**config.mk**
```make
export PLATFORM = sky130hd
export DESIGN_NAME = minimac_rxdma_flat
export DESIGN_NICKNAME = d
export VERILOG_FILES = /design/src/rtl/minimac_pkg.sv /design/src/rtl/minimac_rxdma_if.sv /design/src/rtl/minimac_crc32.sv /design/src/rtl/minimac_rxdma.sv /design/src/flat_wrapper.sv
export SDC_FILE = /design/constraint.sdc
export NUM_CORES = 1
export LEC_CHECK = 0
export BUFFER_PORTS_ARGS = -buffer_cell sky130_fd_sc_hd__buf_2
export CAP_MARGIN = 15
export CORE_ASPECT_RATIO = 0.8
export CORE_MARGIN = 2
export CORE_UTILIZATION = 40
export CTS_CLUSTER_SIZE = 8
export DETAILED_ROUTE_END_ITERATION = 12
export HOLD_SLACK_MARGIN = 0.08
export PLACE_DENSITY = 0.59
export REMOVE_ABC_BUFFERS = 1
export SLEW_MARGIN = 10
export SYNTH_ARGS = -nofsm -noshare
export SYNTH_HDL_FRONTEND = slang
export SYNTH_SLANG_ARGS = --single-unit
```
**constraint.sdc**
```tcl
create_clock -name sys_clk -period 5.8 [get_ports sys_clk]
set_input_delay 0.87 -clock sys_clk [delete_from_list [all_inputs] [get_ports sys_clk]]
set_output_delay 0.87 -clock sys_clk [all_outputs]
set_load 0.03 [all_outputs]
```
**src/rtl/minimac_pkg.sv**
```systemverilog
// Shared definitions for the minimac receive/transmit datapaths.
// Holds FSM encoding, CRC constants and the byte-wise CRC step.
package minimac_pkg;

    typedef enum logic [1:0] {
        IDLE,
        RECV,
        DISCARD,
        DONE
    } state_t;

    localparam logic [31:0] CRC_RESIDUE = 32'hC704DD7B;
    localparam logic [31:0] CRC_POLY    = 32'h04C11DB7;
    localparam logic [31:0] CRC_INIT    = 32'hFFFFFFFF;
    localparam int          RUNT_LEN    = 64;

    localparam int ST_PHY  = 0;
    localparam int ST_CRC  = 1;
    localparam int ST_RUNT = 2;

    // Serial Ethernet CRC, wire order: byte LSB first into an MSB-shift register.
    function automatic logic [31:0] crc32_byte(
        input logic [31:0] c,
        input logic [7:0]  d
    );
        logic [31:0] r;
        r = c;
        for (int i = 0; i < 8; i++) begin
            if (r[31] ^ d[i])
                r = {r[30:0], 1'b0} ^ CRC_POLY;
            else
                r = {r[30:0], 1'b0};
        end
        return r;
    endfunction

endpackage

```
**src/rtl/minimac_rxdma_if.sv**
```systemverilog
// Receive FIFO pop side plus slot RAM write port of the RX DMA.
interface minimac_rxdma_if #(
    parameter int ADDR_WIDTH = 11
);
    logic                  rx_empty;
    logic                  rx_ack;
    logic                  rx_eof;
    logic [7:0]            rx_data;
    logic [ADDR_WIDTH-3:0] mem_adr;
    logic [31:0]           mem_dat;
    logic [3:0]            mem_sel;
    logic                  mem_we;

    modport master (
        input  rx_empty, rx_eof, rx_data,
        output rx_ack, mem_adr, mem_dat, mem_sel, mem_we
    );

    modport slave (
        output rx_empty, rx_eof, rx_data,
        input  rx_ack, mem_adr, mem_dat, mem_sel, mem_we
    );
endinterface

```
**src/rtl/minimac_crc32.sv**
```systemverilog
// Byte-wise Ethernet CRC32 register, shared by the RX and TX paths.
module minimac_crc32
    import minimac_pkg::*;
(
    input  logic        clk,
    input  logic        rst_n,
    input  logic        i_clr,
    input  logic        i_en,
    input  logic [31:0] i_init,
    input  logic [7:0]  i_data,
    output logic [31:0] o_crc
);

    logic [31:0] r_crc;

    always_ff @(posedge clk or negedge rst_n) begin
        if (!rst_n)
            r_crc <= CRC_INIT;
        else if (i_clr)
            r_crc <= i_init;
        else if (i_en)
            r_crc <= crc32_byte(r_crc, i_data);
    end

    assign o_crc = r_crc;

endmodule

```
**src/rtl/minimac_rxdma.sv**
```systemverilog
// RX frame sink: packs FIFO bytes into slot RAM words, checks FCS and length,
// reports per-frame status and counts dropped frames.
module minimac_rxdma
    import minimac_pkg::*;
#(
    parameter int MAX_LEN    = 1530,
    parameter int ADDR_WIDTH = 11
)(
    input  logic                  sys_clk,
    input  logic                  sys_rst_n,
    minimac_rxdma_if.master       bus,
    input  logic                  slot_ready,
    output logic                  slot_done,
    output logic [ADDR_WIDTH-1:0] slot_count,
    output logic [2:0]            slot_status,
    output logic [15:0]           drop_count
);

    localparam logic [ADDR_WIDTH-1:0] L_MAX  = ADDR_WIDTH'(MAX_LEN);
    localparam logic [ADDR_WIDTH-1:0] L_RUNT = ADDR_WIDTH'(RUNT_LEN);

    state_t                r_state;
    state_t                w_next;
    logic [ADDR_WIDTH-1:0] r_count;
    logic [31:0]           r_word;
    logic [3:0]            r_sel;
    logic [31:0]           w_crc;
    logic [2:0]            w_status;
    logic                  w_pop;
    logic                  w_take;
    logic                  w_end;
    logic                  w_drop;
    logic                  w_clr;

    assign w_pop = sys_rst_n & ~bus.rx_empty & (r_state != DONE);
    assign bus.rx_ack = w_pop;

    always_ff @(posedge sys_clk or negedge sys_rst_n) begin
        if (!sys_rst_n)
            r_state <= IDLE;
        else
            r_state <= w_next;
    end

    always_comb begin
        w_next = r_state;
        w_take = 1'b0;
        w_end  = 1'b0;
        w_drop = 1'b0;
        w_clr  = 1'b0;
        unique case (r_state)
            IDLE: begin
                if (w_pop && !bus.rx_eof) begin
                    if (slot_ready) begin
                        w_take = 1'b1;
                        w_next = RECV;
                    end else begin
                        w_drop = 1'b1;
                        w_next = DISCARD;
                    end
                end
            end
            RECV: begin
                if (w_pop) begin
                    if (bus.rx_eof) begin
                        w_end  = 1'b1;
                        w_next = DONE;
                    end else if (r_count == L_MAX) begin
                        // Oversize: slot stays armed, next frame restarts at word 0
                        w_drop = 1'b1;
                        w_clr  = 1'b1;
                        w_next = DISCARD;
                    end else begin
                        w_take = 1'b1;
                    end
                end
            end
            DISCARD: begin
                if (w_pop && bus.rx_eof)
                    w_next = IDLE;
            end
            DONE: begin
                w_clr  = 1'b1;
                w_next = IDLE;
            end
            default: w_next = IDLE;
        endcase
    end

    always_comb begin
        w_status          = 3'b000;
        w_status[ST_PHY]  = bus.rx_data[0];
        w_status[ST_CRC]  = (w_crc != CRC_RESIDUE) & ~bus.rx_data[0];
        w_status[ST_RUNT] = r_count < L_RUNT;
    end

    always_ff @(posedge sys_clk or negedge sys_rst_n) begin
        if (!sys_rst_n) begin
            r_count     <= '0;
            r_word      <= '0;
            r_sel       <= '0;
            bus.mem_we  <= 1'b0;
            bus.mem_adr <= '0;
            bus.mem_dat <= '0;
            bus.mem_sel <= '0;
            slot_done   <= 1'b0;
            slot_count  <= '0;
            slot_status <= '0;
            drop_count  <= '0;
        end else begin
            bus.mem_we <= 1'b0;
            slot_done  <= 1'b0;
            if (w_take) begin
                r_word[{r_count[1:0], 3'b000} +: 8] <= bus.rx_data;
                r_count <= r_count + ADDR_WIDTH'(1);
                if (r_count[1:0] == 2'd3) begin
                    bus.mem_we  <= 1'b1;
                    bus.mem_adr <= r_count[ADDR_WIDTH-1:2];
                    bus.mem_dat <= {bus.rx_data, r_word[23:0]};
                    bus.mem_sel <= 4'hF;
                    r_sel       <= 4'h0;
                end else begin
                    r_sel[r_count[1:0]] <= 1'b1;
                end
            end
            if (w_end) begin
                if (|r_sel) begin
                    bus.mem_we  <= 1'b1;
                    bus.mem_adr <= r_count[ADDR_WIDTH-1:2];
                    bus.mem_dat <= r_word;
                    bus.mem_sel <= r_sel;
                end
                slot_done   <= 1'b1;
                slot_count  <= r_count;
                slot_status <= w_status;
            end
            if (w_clr) begin
                r_count <= '0;
                r_sel   <= '0;
            end
            if (w_drop && drop_count != 16'hFFFF)
                drop_count <= drop_count + 16'd1;
        end
    end

    minimac_crc32 u_crc (
        .clk    (sys_clk),
        .rst_n  (sys_rst_n),
        .i_clr  (w_clr),
        .i_en   (w_take),
        .i_init (CRC_INIT),
        .i_data (bus.rx_data),
        .o_crc  (w_crc)
    );

endmodule

```
**src/flat_wrapper.sv**
```systemverilog
// flat-port wrapper written by rule: the top's interface ports become plain ports
module minimac_rxdma_flat import minimac_pkg::*;
#(
    parameter int MAX_LEN    = 1530,
    parameter int ADDR_WIDTH = 11
)
  (sys_clk, sys_rst_n, slot_ready, slot_done, slot_count, slot_status, drop_count, bus_rx_empty, bus_rx_eof, bus_rx_data, bus_rx_ack, bus_mem_adr, bus_mem_dat, bus_mem_sel, bus_mem_we);
  minimac_rxdma_if #(.ADDR_WIDTH(ADDR_WIDTH)) bus_i ();
  input  logic sys_clk;
  input  logic sys_rst_n;
  input  logic slot_ready;
  output logic slot_done;
  output logic [ADDR_WIDTH-1:0] slot_count;
  output logic [2:0] slot_status;
  output logic [15:0] drop_count;
  input wire logic [$bits(bus_i.rx_empty)-1:0] bus_rx_empty;
  input wire logic [$bits(bus_i.rx_eof)-1:0] bus_rx_eof;
  input wire logic [$bits(bus_i.rx_data)-1:0] bus_rx_data;
  output wire logic [$bits(bus_i.rx_ack)-1:0] bus_rx_ack;
  output wire logic [$bits(bus_i.mem_adr)-1:0] bus_mem_adr;
  output wire logic [$bits(bus_i.mem_dat)-1:0] bus_mem_dat;
  output wire logic [$bits(bus_i.mem_sel)-1:0] bus_mem_sel;
  output wire logic [$bits(bus_i.mem_we)-1:0] bus_mem_we;
  assign bus_i.rx_empty = bus_rx_empty;
  assign bus_i.rx_eof = bus_rx_eof;
  assign bus_i.rx_data = bus_rx_data;
  assign bus_rx_ack = bus_i.rx_ack;
  assign bus_mem_adr = bus_i.mem_adr;
  assign bus_mem_dat = bus_i.mem_dat;
  assign bus_mem_sel = bus_i.mem_sel;
  assign bus_mem_we = bus_i.mem_we;
  minimac_rxdma #(.MAX_LEN(MAX_LEN), .ADDR_WIDTH(ADDR_WIDTH)) u_core (.sys_clk(sys_clk), .sys_rst_n(sys_rst_n), .bus(bus_i), .slot_ready(slot_ready), .slot_done(slot_done), .slot_count(slot_count), .slot_status(slot_status), .drop_count(drop_count));
endmodule
```
======== Yosys cells after proc, flatten, opt, wreduce, memory -nomap -nowiden ========
Cells that the tools add are included.
operators by class
  add/sub/neg operators ................... 3
  magnitude comparators ................... 3
  eq/ne operators ......................... 12
  shifts and indexed selects .............. 2
  muxes and demuxes ....................... 72
  bitwise logic cells ..................... 22
  reductions and logical operators ........ 9
operator list
  operator                                               number
  2-to-1 mux 32 bit                                      20
  2-to-1 mux 27 bit                                      8
  inverter 14 bit                                        8
  2-to-1 mux 9 bit                                       4
  bitwise mux 32 bit                                     1
  != test 32 bit (second input constant)                 1
  variable shift 8 x 7 -> 32 bit (first input constant)  1
  indexed part select 8 x 7 -> 32 bit                    1
  2-to-1 mux 4 bit                                       7
  2-to-1 mux 11 bit                                      2
  2-to-1 mux 1 bit                                       19
  adder 16 x 1 -> 16 bit (second input constant)         1
  != test 16 bit (second input constant)                 1
  2-to-1 mux 2 bit                                       6
  adder 11 x 1 -> 11 bit (second input constant)         1
  equality test 11 bit (second input constant)           1
  < comparator 11 x 7 -> 1 bit (second input constant)   1
  case mux 2 bit (4 select lines)                        1
  XOR 1 bit                                              8
  negation 5 -> 7 bit                                    1
  equality test 2 bit (second input constant)            3
  != test 2 x 1 -> 1 bit (second input constant)         3
  case mux 1 bit (2 select lines)                        3
  logical AND 1 bit                                      4
  14 further kinds                                       17
storage, ports and cells
  register bits after elaboration ......... 158
  input port bits ......................... 13
  output and inout bits ................... 78
  logic and storage cells ................. 136

======== Logic depth before layout (Yosys ltp) ========
Gate-level depths: netlist of the first run.
  depth in word-level cells ............... 36
  gate-level depth with buffers ........... 10
  mapped depth without buffers ............ 8

======== Cells and area by module ========
Synthesis of the first run repeated with hierarchy kept, for this count alone.
unflattened totals
  cells, all modules ...................... 743
  area total of the unflattened synthesis .. 8116.5 um^2
by module, submodules not included
  module         times used  cells each  area each (um^2)  sequential area each (um^2)
  minimac_rxdma  1           525         5657.9            3153.0
  minimac_crc32  1           218         2458.6            840.8

======== Worst setup path before layout of the first run ========
Ideal clock, no wire load.
  path type ............................... input to register
  from .................................... input bus_rx_empty
  to ...................................... register u_core.bus.mem_dat[10]
  arrival time ............................ 2.672 ns
  data required time ...................... 5.675 ns
  path slack .............................. 3.004 ns
  cell stages on the path ................. 8
  path buffers ............................ 2
  cells stage by stage .................... or4b_1 -> clkbuf_1 -> or2_1 -> nor2_4 -> nor2_4 -> inv_2 -> buf_4 -> mux2_2
on the way
  cells in the longest elaborated chain, start to end .. 9
  elaborated cells between the ends (all ways) .. 12
  those cells by class .................... mux (8); bitwise (3); reduce/logical (1)
ends and longest elaborated chain
  what                              line                    source
  from (decl)                       flat_wrapper.sv:16      input wire logic [$bits(bus_i.rx_empty)-1:0] bus_rx_empty;
  inverter 1 bit *                  minimac_rxdma.sv:35     assign w_pop = sys_rst_n & ~bus.rx_empty & (r_state != DONE);
  bitwise AND 1 bit * (2 in a row)  minimac_rxdma.sv:35
  logical AND 1 bit                 minimac_rxdma.sv:53     if (w_pop && !bus.rx_eof) begin
  2-to-1 mux 1 bit                  minimac_rxdma.sv:53
  case mux 1 bit (2 select lines)   minimac_rxdma.sv:51     unique case (r_state)
  2-to-1 mux 32 bit                 minimac_rxdma.sv:113    if (w_take) begin
  2-to-1 mux 32 bit                 minimac_rxdma.sv:127    if (|r_sel) begin
  2-to-1 mux 32 bit *               minimac_rxdma.sv:126    if (w_end) begin
  to (signal assigned)              minimac_rxdma.sv:119    bus.mem_dat <= {bus.rx_data, r_word[23:0]};
  to (signal assigned)              minimac_rxdma.sv:130    bus.mem_dat <= r_word;
  to (decl)                         minimac_rxdma_if.sv:16  output rx_ack, mem_adr, mem_dat, mem_sel, mem_we
Mark *: on every way between the ends. The rest lies on a longest branch, timed or not.
A chain may end at the register's enable or synchronous reset.

======== Worst setup path in the final report of the first run ========
  from .................................... input sys_rst_n
  to ...................................... register u_core.bus.mem_dat[8]
on the way
  cells in the longest elaborated chain, start to end .. 8
  elaborated cells between the ends (all ways) .. 11
  those cells by class .................... mux (8); bitwise (2); reduce/logical (1)
ends and longest elaborated chain
  what                              line                  source
  from (decl)                       flat_wrapper.sv:10    input logic sys_rst_n;
  bitwise AND 1 bit * (2 in a row)  minimac_rxdma.sv:35
  logical AND 1 bit                 minimac_rxdma.sv:53
  2-to-1 mux 1 bit                  minimac_rxdma.sv:53
  case mux 1 bit (2 select lines)   minimac_rxdma.sv:51
  2-to-1 mux 32 bit                 minimac_rxdma.sv:113
  2-to-1 mux 32 bit                 minimac_rxdma.sv:127
  2-to-1 mux 32 bit *               minimac_rxdma.sv:126
Marks and branches as above.

==> results of run 1 <==
==> cell usage after synthesis, types with 3 or more instances <==
cell type	count
dfrtp_1	126
nand2_1	99
xnor2_1	58
nor2_1	53
mux2_2	48
o21ai_0	41
a21oi_1	32
dfstp_2	32
xor2_1	27
clkbuf_1	20
nand3_1	20
a22oi_1	14
nand4_1	10
ha_1	8
nor3_1	7
o211ai_1	6
and3_1	5
nand2b_1	5
nand4b_1	5
xnor2_2	5
nor3b_1	4
buf_2	3
nor4_1	3
==> path summary, 6_finish.rpt <==
path | slack, ps | startpoint | to
worst min register to register | 480 | u_core.r_word[1] | u_core.r_word[1]
worst min-delay path | 420 | sys_rst_n | u_core.drop_count[11]
min in group sys_clk | 480 | u_core.r_word[1] | u_core.r_word[1]
max in group asynchronous | 4120 | sys_rst_n | u_core.bus.mem_dat[24]
worst max register to register | 2430 | u_core.r_count[0] | u_core.drop_count[1]
worst max-delay path | 2400 | sys_rst_n | u_core.bus.mem_dat[8]
==> per-layer routing <==
metal / up-vias / part of all wire [%]
li1: 2480 / -
met1: 2630 / 51
met2: 110 / 43
met3: 13 / 4.4
met4: 2 / 0.96
met5: - / 0.076
==> registers in the layout, indices dropped and copies added, names as in the netlist <==
signal / count
u_core.bus.mem_adr: 9
u_core.slot_count: 11
u_core.r_state: 2
u_core.slot_status: 3
u_core.r_sel: 4
u_core.u_crc.o_crc: 32
u_core.r_count: 11
u_core.drop_count: 16
u_core.bus.mem_we: 1
u_core.slot_done: 1
u_core.r_word: 32
u_core.bus.mem_sel: 4
u_core.bus.mem_dat: 32
==> power groups by stage <==
stage	registers [mW]	logic (mW)	clock network, mW
6_report	1.71	1.77	1.19
5_1_grt	1.76	1.94	1.26
4_1_cts	1.71	1.77	1.21
3_5_place_dp	1.73	1.76	0
3_3_place_gp	1.71	1.74	0
2_1_floorplan	1.84	1.19	0
==> layout make-up <==
cell class                 count  area share [%]
clock inverter                15            2.29
multi-input combinational    480            37.2
sequential                   158            46.2
inverter                       4           0.174
timing repair buffer          96            5.86
clock buffer                  17            4.92
tap                          230            3.33
==> layout by cell type, fill, tap and decap left out, types with 10 or more instances in the layout <==
cell and n:
a21oi_1 32, a22oi_1 14, buf_2 89, clkbuf_16 17, dfrtp_1 126, dfstp_2 32
mux2_2 48, nand2_1 99, nand3_1 20, nand4_1 10, nor2_1 53, o21ai_0 41
xnor2_1 58, xor2_1 27
==> stage by stage <==
| step | setup slack [ps] | instances | area (um^2) | util, % |
|---|---|---|---|---|
| after floorplan | 1820 | 642 | 7210 | - |
| after global placement | 2030 | 966 | 8000 | 44.3 |
| after detailed placement | 1930 | 966 | 8000 | 44.3 |
| after CTS | 2390 | 998 | 8620 | 47.7 |
| after global routing | 2180 | 1000 | 8650 | 47.9 |
| final | 2400 | 1000 | 8650 | 47.9 |
==> cells by family after synthesis <==
| group | synth area share (%) |
|---|---|
| adder cells (fa/ha/maj) | 1.36 |
| XOR/XNOR | 11.9 |
| buffers and inverters | 1.93 |
| multiplexers | 7.37 |
| AND/OR/NAND/NOR | 14.9 |
| AO/OA/AOI/OAI | 8.12 |
| flip-flops | 54.4 |
==> reports/qor.yml, run 1 <==
critPathLaunchType: "input pin"
cp_common_cell: "nor2_4"
slew-limit-headroom_pct: 23.0
p_seq_share_pct: 36.6
n_antenna_cell: 0
use_met3_pct: 4.64
critPathMaxFanout: 70
yosysSeqAreaShare_pct: 54.4
multi_input_area_um2: 3220
clock_power_share_pct: 25.4
grt_pass1_wl_um: 28200
seq_area_um2: 3990
hold_viol_final: 0
total_power_mw: 4.67
vias_per_cell: 5.24
combinationalPowerShare_pct: 37.9
dr.first_iter.drc_count: 395
numCtsBuffers: 17
first_pass_iters: 5
end_kind: "flip-flop"
overflow: 0
max_freq_mhz: 294
die_w_um: 155
leakage_nw: 4.02
grt_max_degree: 93
final.setup.tns_ps: 0
wl_per_cell_um: 17.1
switching_share_pct: 37.9
antenna_found_initial: 1
busiest_layer: "met1"
outcome: "finished clean"
power_density_nw_per_um2: 540
synth_edf_count: 0
worstPathArrival_ps: 3700
wirelength_um: 17100
synthTopCellsByArea: "dfrtp_1, dfstp_2, mux2_2"
fin_crit_ps: 3400
grt_pass1_vias: 5106
syn2layout_area_growth_pct: 17.9
post-cts-setup-buffers: 0
finClkSkew_ps: 10.3
die_h_um: 125
nFillCells: 1693
cp.required_ps: 6110
htree_levels: 4
max-clock-path-buffers: 2
synth-async-reset-ratio_pct: 100
nNetsFinal: 778
cts_resized: 0
synth_cell_type_count: 52
die_area_um2: 19400
synth_area_um2: 7340
cts_tree: "yes"
port_buffers: 90
drc: 0
crit_family: "simple AND/OR/NAND/NOR gates"
path_depth: 7
postCtsHoldBufs: 0
synth-seq-cells: 158
dp_hpwl_um: 11700
slowest_stage: "or4b_1"
syn_avg_cell_area_um2: 10.9
synthCells: 670
drive_gt1_share_pct: 29.2
place_congestion: 0.795
setup_viol: 0
crit_path_max_incr_delay_ps: 640
crit_buf_inv: 2
synth_top_area_share_pct: 43.0
cts.sinks: 158
whs_ps: 423
grtUsageMet2_pct: 26.1
synth_largest_area_cell: "dfrtp_1"
ioPinCount: 91
ant_nets: 0
hold_path.class: "input pin to asynchronous set/reset pin"
crit_type: "input pin to flip-flop"
cts-root-buf: "clkbuf_16"
fin_crit_sh_pct: 58.6
p_switching_mw: 1.77
vias: 5235
clkLatencyLatePin_ps: 430
yosys_warnings: 0
clk_pin_slew_ps: 70
track_usage_pct: 18.4
crit_chain: "buf_6 -> or4b_1 -> or2_1 -> nor2_4 -> nor2_4 -> inv_2 -> mux2_2"
intPower_mw: 2.90
ir_drop_mv: 0.214
maxCapViolCount: 0
start_util_pct: 40.6
rsz0062_at_grt: "no"
met1_usage_pct: 27.9
core_area_um2: 18100
placementRows: 44
maxSlewViolCount: 0
reg2regPathDepth: 6
synthFlopType: "dfrtp_1"
worstMarginPinSlew_ps: 1150
No activity file was read; power rests on OpenSTA's default activity.
==> run 2, diff against run 1 <==
--- a/config.mk
+++ b/config.mk
@@ -13,7 +13,7 @@
 export CTS_CLUSTER_SIZE = 8
 export DETAILED_ROUTE_END_ITERATION = 12
 export HOLD_SLACK_MARGIN = 0.08
-export PLACE_DENSITY = 0.59
+export PLACE_DENSITY = 0.61
 export REMOVE_ABC_BUFFERS = 1
 export SLEW_MARGIN = 10
 export SYNTH_ARGS = -nofsm -noshare
==> constraint.sdc (replaced) <==
create_clock -name sys_clk -period 2.9 [get_ports sys_clk]
set_input_delay 0.435 -clock sys_clk [delete_from_list [all_inputs] [get_ports sys_clk]]
set_output_delay 0.435 -clock sys_clk [all_outputs]
set_load 0.03 [all_outputs]
==> run 2 against run 1 <==
Global-route usage up 0.26 points. Wire length up 1.9%. Worst setup slack worse by 2100 ps. Clock power up 95%. Via count up 1.3%. Combinational power up 110%. Final area up 1.6%. Cell count up 1.9%. Die area unchanged. First-iteration DRC count up 9.9%. Hold slack worse by 260 ps. Highest routed layer is now met4.
==> reports/qor.yml, run 2 (synthesized netlist as in run 1, its figures left out) <==
slowest_stage: "or4_1"  # was or4b_1
crit_type: "flip-flop to flip-flop"  # was input pin to flip-flop
grt_pass1_vias: 5178  # was 5,106
numCtsBuffers: 17  # unchanged
slew-limit-headroom_pct: 39.1  # was 23.0%
hold_viol_final: 0  # unchanged
nFillCells: 1670  # was 1,693
max-clock-path-buffers: 2  # unchanged
drc: 0  # unchanged
end_kind: "flip-flop"  # unchanged
dr.first_iter.drc_count: 434  # was 395
crit_buf_inv: 1  # was 2
wl_per_cell_um: 17.1  # about the same
vias: 5305  # was 5,235
fin_crit_sh_pct: 91.0
leakage_nw: 4.10  # was 4.02 nW
setup_viol: 0  # unchanged
layout_common_cells: "dfrtp_1, nand2_1, buf_2"  # unchanged
grt_max_degree: 158  # was 93
hold_path.class: "input pin to asynchronous set/reset pin"  # unchanged
track_usage_pct: 18.6  # was 18.4%
start_util_pct: 40.6  # unchanged
outcome: "finished clean"  # unchanged
worstMarginPinSlew_ps: 913  # was 1150 ps
placed_area_um2: 8160  # was 8000 um^2
n_antenna_cell: 0  # unchanged
cts_resized: 0  # unchanged
wirelength_um: 17400  # was 17,100 um
power_density_nw_per_um2: 1080  # was 540 nW/um^2
vias_per_cell: 5.21  # was 5.24
rrSetupSlack_ps: 260  # was 2430 ps
cp.required_ps: 3210  # was 6110 ps
fin_crit_ps: 2640
crit_family: "simple AND/OR/NAND/NOR gates"  # unchanged
die_area_um2: 19400  # unchanged
crit_path_max_incr_delay_ps: 710  # was 640 ps
ioPinCount: 91  # unchanged
total_power_mw: 9.46  # was 4.67 mW
first_pass_iters: 5  # unchanged
grt_pass1_wl_um: 28300  # was 28,200 um
cts_tree: "yes"  # unchanged
max_freq_mhz: 379
htree_levels: 4  # unchanged
crit_chain: "ha_1 -> nand4b_1 -> or4_1 -> a211oi_2 -> buf_4 -> mux2_2"  # was buf_6 -> or4b_1 -> or2_1 -> nor2_4 -> nor2_4 -> inv_2 -> mux2_2
cts-root-buf: "clkbuf_16"  # unchanged
drive_gt1_share_pct: 30.5  # was 29.2%
post-cts-setup-buffers: 0  # unchanged
place_congestion: 0.861  # was 0.795
r2r_start: "u_core.r_count[1]"  # was u_core.r_count[0]
nNetsFinal: 797  # was 778
r2r-end: "u_core.drop_count[1]"  # unchanged
ant_nets: 0  # unchanged
worstPathArrival_ps: 2950  # was 3700 ps
syn2layout_area_growth_pct: 19.8  # was 17.9%
maxSlewViolCount: 0  # unchanged
overflow: 0  # unchanged
placementRows: 44  # unchanged
ir_drop_mv: 0.496  # was 0.214 mV
cts.sinks: 158  # unchanged
finClkSkew_ps: 9.20  # was 10.3 ps
rsz0062_at_grt: "no"  # unchanged
die_h_um: 125  # unchanged
postCtsHoldBufs: 1  # was 0
critPathMaxFanout: 16  # was 70
antenna_found_initial: 0  # was 1
dp_hpwl_um: 11900  # was 11,700 um
maxCapViolCount: 0  # unchanged
layout.cells.most_common: "dfrtp_1"  # unchanged
clk_pin_slew_ps: 60  # was 70 ps
critPathLaunchType: "flip-flop"  # was input pin
die_w_um: 155  # unchanged
clkLatencyLatePin_ps: 430  # about the same
core_area_um2: 18100  # unchanged
reg2regPathDepth: 6  # unchanged
fin_area_um2: 8790  # was 8650 um^2
port_buffers: 90  # unchanged
==> run 2: changes by cell type in the layout (fill, tap and decap cells not counted), sizes merged <==
| cell | change |
|---|---|
| clkbuf | +1 |
| buf | +19 |
| dlygate4sd3 | +1 |
| inv | -9 |
| clkinv | +5 |
| clkinvlp | +2 |
==> run 2: final cells by class <==
| class | count | area, um^2 | area share [%] |
|---|---|---|---|
| clock buffers | 19 | 453 | 5.16 |
| well taps | 230 | 288 | 3.28 |
| inverters | 4 | 15.0 | 0.171 |
| multi-input cells | 480 | 3210 | 36.6 |
| clock inverters | 13 | 165 | 1.88 |
| flip-flops and latches | 158 | 3990 | 45.5 |
| repair buffers | 115 | 659 | 7.50 |
==> run 2: power by group <==
part	internal (mW)	leakage, nW	switching [mW]
sequential	2.90	2.06	0.490
combinational	1.64	1.75	2.10
clock	1.40	0.291	0.918
total	5.95	4.10	3.51
==> run 2: through the flow <==
stage | setup TNS, ps | std cells | worst slack [ps] | hold WS, ps | utilization, %
after floorplan | -19580 | 642 | -640 | 139 | -
after global placement | 0 | 986 | 348 | 233 | 45.2
after detailed placement | 0 | 986 | 248 | 236 | 45.2
after CTS | 0 | 1019 | 245 | 244 | 48.7
after global routing | 0 | 1019 | 41.9 | 248 | 48.7
final | 0 | 1019 | 262 | 167 | 48.7
==> run 2: layer usage <==
| layer | track usage [%] | routed length [um] | share of wire, % | vias to the layer above |
|---|---|---|---|---|
| li1 | - | - | - | 2511 |
| met1 | 27.6 | 8690 | 50 | 2610 |
| met2 | 27.0 | 7530 | 43 | 161 |
| met3 | 4.68 | 966 | 5.5 | 23 |
| met4 | 5.50 | 248 | 1.4 | 0 |
| met5 | 0 | 0 | 0 | - |
==> run 2: worst max path at each step <==
| stage | start | endpoint | cells past startpoint |
|---|---|---|---|
| final | u_core.r_count[1] | u_core.drop_count[1] | 6 |
| after global routing | u_core.r_state[1] | u_core.r_word[16] | 6 |
| after CTS | u_core.r_count[1] | u_core.bus.mem_dat[20] | 7 |
| after detailed placement | u_core.r_count[1] | u_core.bus.mem_dat[20] | 7 |
| after global placement | bus_rx_empty | u_core.r_word[16] | 7 |
| after floorplan | bus_rx_empty | u_core.bus.mem_dat[0] | 6 |
==> run 3, diff against run 2 <==
--- a/config.mk
+++ b/config.mk
@@ -5,6 +5,7 @@
 export SDC_FILE = /design/constraint.sdc
 export NUM_CORES = 1
 export LEC_CHECK = 0
+export ABC_AREA = 1
 export BUFFER_PORTS_ARGS = -buffer_cell sky130_fd_sc_hd__buf_2
 export CAP_MARGIN = 15
 export CORE_ASPECT_RATIO = 0.8
@@ -13,7 +14,7 @@
 export CTS_CLUSTER_SIZE = 8
 export DETAILED_ROUTE_END_ITERATION = 12
 export HOLD_SLACK_MARGIN = 0.08
-export PLACE_DENSITY = 0.61
+export PLACE_DENSITY = 0.6
 export REMOVE_ABC_BUFFERS = 1
 export SLEW_MARGIN = 10
 export SYNTH_ARGS = -nofsm -noshare
==> run 3 against run 2 <==
Total power rose by 10%. First-iteration DRC count rose by 36%. Count of clock-buffer cells in the layout fell by 1. Wire length rose by 25%. Die area up 14%. Via count up 35%. Worst setup slack gained 210 ps. Highest routed layer unchanged.
==> reports/qor.yml, run 3 <==
rsz0062_at_grt: "no"  # unchanged
synth_mux_area_share_pct: 0  # was 7.37%
die_h_um: 133  # was 125 um
nNetsFinal: 1176  # was 797
cts.sinks: 158  # unchanged
slew-limit-headroom_pct: 43.3  # was 39.1%
dp_hpwl_um: 15500  # was 11,900 um
critPathLaunch: "u_core.r_count[1]"  # unchanged
fin_crit_ps: 2430  # was 2640 ps
drc: 0  # unchanged
vias: 7143  # was 5,305
critPathLaunchType: "flip-flop"  # unchanged
setup_ws_ps: 468  # was 262 ps
dr.first_iter.drc_count: 591  # was 434
critPathMaxFanout: 24  # was 16
synth-compound-area-share_pct: 9.63  # was 8.12%
cp.required_ps: 3270  # was 3210 ps
ir_drop_mv: 0.549  # was 0.496 mV
synth_top_family_by_area: "simple AND/OR/NAND/NOR gates"  # unchanged
placementRows: 47  # was 44
wl_met2_um: 9350  # was 7530 um
wl_per_cell_um: 15.2  # was 17.1 um
yosys-top-cells-count: "nand2_1, dfrtp_1, inv_1"  # was dfrtp_1, nand2_1, xnor2_1
cts_tree: "yes"  # unchanged
maxCapViolCount: 0  # unchanged
overflow: 0  # unchanged
grt_max_degree: 159  # was 158
synth_edf_count: 0  # unchanged
synth_largest_area_cell: "dfrtp_1"  # unchanged
setup_viol: 0  # unchanged
maxSlewViolCount: 0  # unchanged
layout_common_cells: "nand2_1, dfrtp_1, inv_1"  # was dfrtp_1, nand2_1, buf_2
total_power_mw: 10.4  # was 9.46 mW
dp.cells: 1405  # was 986
crit_type: "flip-flop to flip-flop"  # unchanged
worstPathArrival_ps: 2800  # was 2950 ps
ant_nets: 0  # unchanged
grt_pass1_wl_um: 35700  # was 28,300 um
synthFlopType: "dfrtp_1"  # unchanged
synth_cell_type_count: 40  # was 52
syn_avg_cell_area_um2: 7.80  # was 10.9 um^2
met3_length_um: 1240  # was 966 um
synth_top_area_share_pct: 37.7  # was 43.0%
track_usage_pct: 20.3  # was 18.6%
yosys.area_share.adder_pct: 1.20  # was 1.36%
final.setup.tns_ps: 0  # unchanged
post-cts-setup-buffers: 0  # unchanged
synthXorXnorAreaFrac_pct: 5.43  # was 11.9%
synth-async-reset-ratio_pct: 100  # unchanged
finClkSkew_ps: 9.27  # was 9.20 ps
rrSetupSlack_ps: 470  # was 260 ps
met1Wirelength_um: 11000  # was 8690 um
n_antenna_cell: 0  # unchanged
leakage_nw: 4.94  # was 4.10 nW
yosys_warnings: 0  # unchanged
yosysSeqAreaShare_pct: 47.8  # was 54.4%
max_freq_mhz: 411  # was 379 MHz
finalNonFillerCells: 1437  # was 1,019
outcome: "finished clean"  # unchanged
numCtsBuffers: 17  # unchanged
vias_per_cell: 4.97  # was 5.21
yosys.area_share.simple_pct: 28.1  # was 14.9%
end_kind: "flip-flop"  # unchanged
hold_viol_final: 0  # unchanged
cts_resized: 0  # unchanged
max-clock-path-buffers: 2  # unchanged
drive_gt1_share_pct: 16.9  # was 30.5%
place_congestion: 0.873  # was 0.861
r2r_start: "u_core.r_count[1]"  # unchanged
pre_cts_slack_ps: 463  # was 248 ps
top_layer: "met4"  # unchanged
syn2layout_area_growth_pct: 15.8  # was 19.8%
r2r-end: "u_core.u_crc.o_crc[6]"  # was u_core.drop_count[1]
start_util_pct: 40.6  # about the same
core_area_um2: 20600  # was 18,100 um^2
ioPinCount: 91  # unchanged
clkLatencyLatePin_ps: 440  # was 430 ps
postCtsHoldBufs: 0  # was 1
die_w_um: 166  # was 155 um
clk_pin_slew_ps: 70  # was 60 ps
antenna_found_initial: 0  # unchanged
reg2regPathDepth: 10  # was 6
wirelength_um: 21900  # was 17,400 um
synth.most_common_cell: "nand2_1"  # was dfrtp_1
port_buffers: 90  # unchanged
layout.cells.most_common: "nand2_1"  # was dfrtp_1
worstMarginPinSlew_ps: 850  # was 913 ps
cts-root-buf: "clkbuf_16"  # unchanged
die_area_um2: 22100  # was 19,400 um^2
hold_path.class: "input pin to asynchronous set/reset pin"  # unchanged
first_pass_iters: 5  # unchanged
htree_levels: 4  # unchanged
fin_crit_sh_pct: 83.9  # was 91.0%
grt_pass1_vias: 6578  # was 5,178
synthTopCellsByArea: "dfrtp_1, nand2_1, dfstp_2"  # was dfrtp_1, dfstp_2, mux2_2
power_density_nw_per_um2: 1080  # about the same
synth_area_um2: 8360  # was 7340 um^2
synthCells: 1071  # was 670
synth-seq-cells: 158  # unchanged
run 3: cell types whose count changed after synthesis, moves of 11 or more:
| cell | before | now |
|---|---|---|
| mux2_2 | 48 | 0 |
| xor2_1 | 27 | 47 |
| inv_1 | 2 | 121 |
| xnor2_1 | 58 | 3 |
| clkbuf_1 | 20 | 9 |
| buf_2 | 3 | 20 |
| o21ai_0 | 41 | 75 |
| nor2_1 | 53 | 73 |
| o21ai_1 | 1 | 19 |
| nand2_1 | 99 | 315 |
| nand3_1 | 20 | 110 |
run 3: worst max-delay path by stage:
stage	endpoint	slack [ps]	cells after the start
CTS	u_core.u_crc.o_crc[1]	440	9
global route	u_core.u_crc.o_crc[6]	250	10
detailed placement	u_core.u_crc.o_crc[6]	460	10
global placement	u_core.r_word[1]	540	7
finish	u_core.u_crc.o_crc[6]	470	10
floorplan	u_core.bus.mem_dat[10]	290	9
run 3: cells by family (layout without fill, tap and decap cells):
group                    count (synthesis)  after routing
AO/OA/AOI/OAI                          144            144
XOR/XNOR                                51             51
adder cells (fa/ha/maj)                  8              8
buffers and inverters                  162            259
flip-flops                             158            158
AND/OR/NAND/NOR                        548            548
run 3: final cells by class:
| cell class | instances | area (um^2) |
|---|---|---|
| clock buffer | 18 | 429 |
| clock inverter | 14 | 179 |
| fill | 2058 | 10900 |
| inverter | 128 | 482 |
| multi-input combinational | 751 | 3710 |
| sequential | 158 | 3990 |
| tap | 269 | 337 |
| timing repair buffer | 99 | 549 |
run 3: power by group:
part	switching, mW	internal, mW	total, mW
logic	3.17	1.36	4.53
clock network	1.02	1.30	2.33
registers	0.520	3.04	3.56
total	4.72	5.71	10.4
run 3: metrics by stage:
step / area [um^2] / utilization (%) / hold slack [ps]
finish: 9680 / 47.0 / 145
global route: 9680 / 47.0 / 212
CTS: 9680 / 47.0 / 205
detailed placement: 9070 / 44.1 / 463
global placement: 9070 / 44.1 / 453
floorplan: 8180 / - / 139
run 3: worst max-delay path: stages, from the launching register on:
cell and delay [ps]:
dfrtp_1 480, ha_1 200, nand4_1 170, o21ai_4 270, nand2_4 140, nand2_4 220
nand2_2 240, inv_2 410, nand2_1 90, nand2_1 80, inv_1 40
run 3: layer usage:
layer	GRT usage (%)	vias to the layer above
li1	-	3585
met1	30.9	3354
met2	29.2	182
met3	3.95	22
met4	5.80	0
met5	0	-
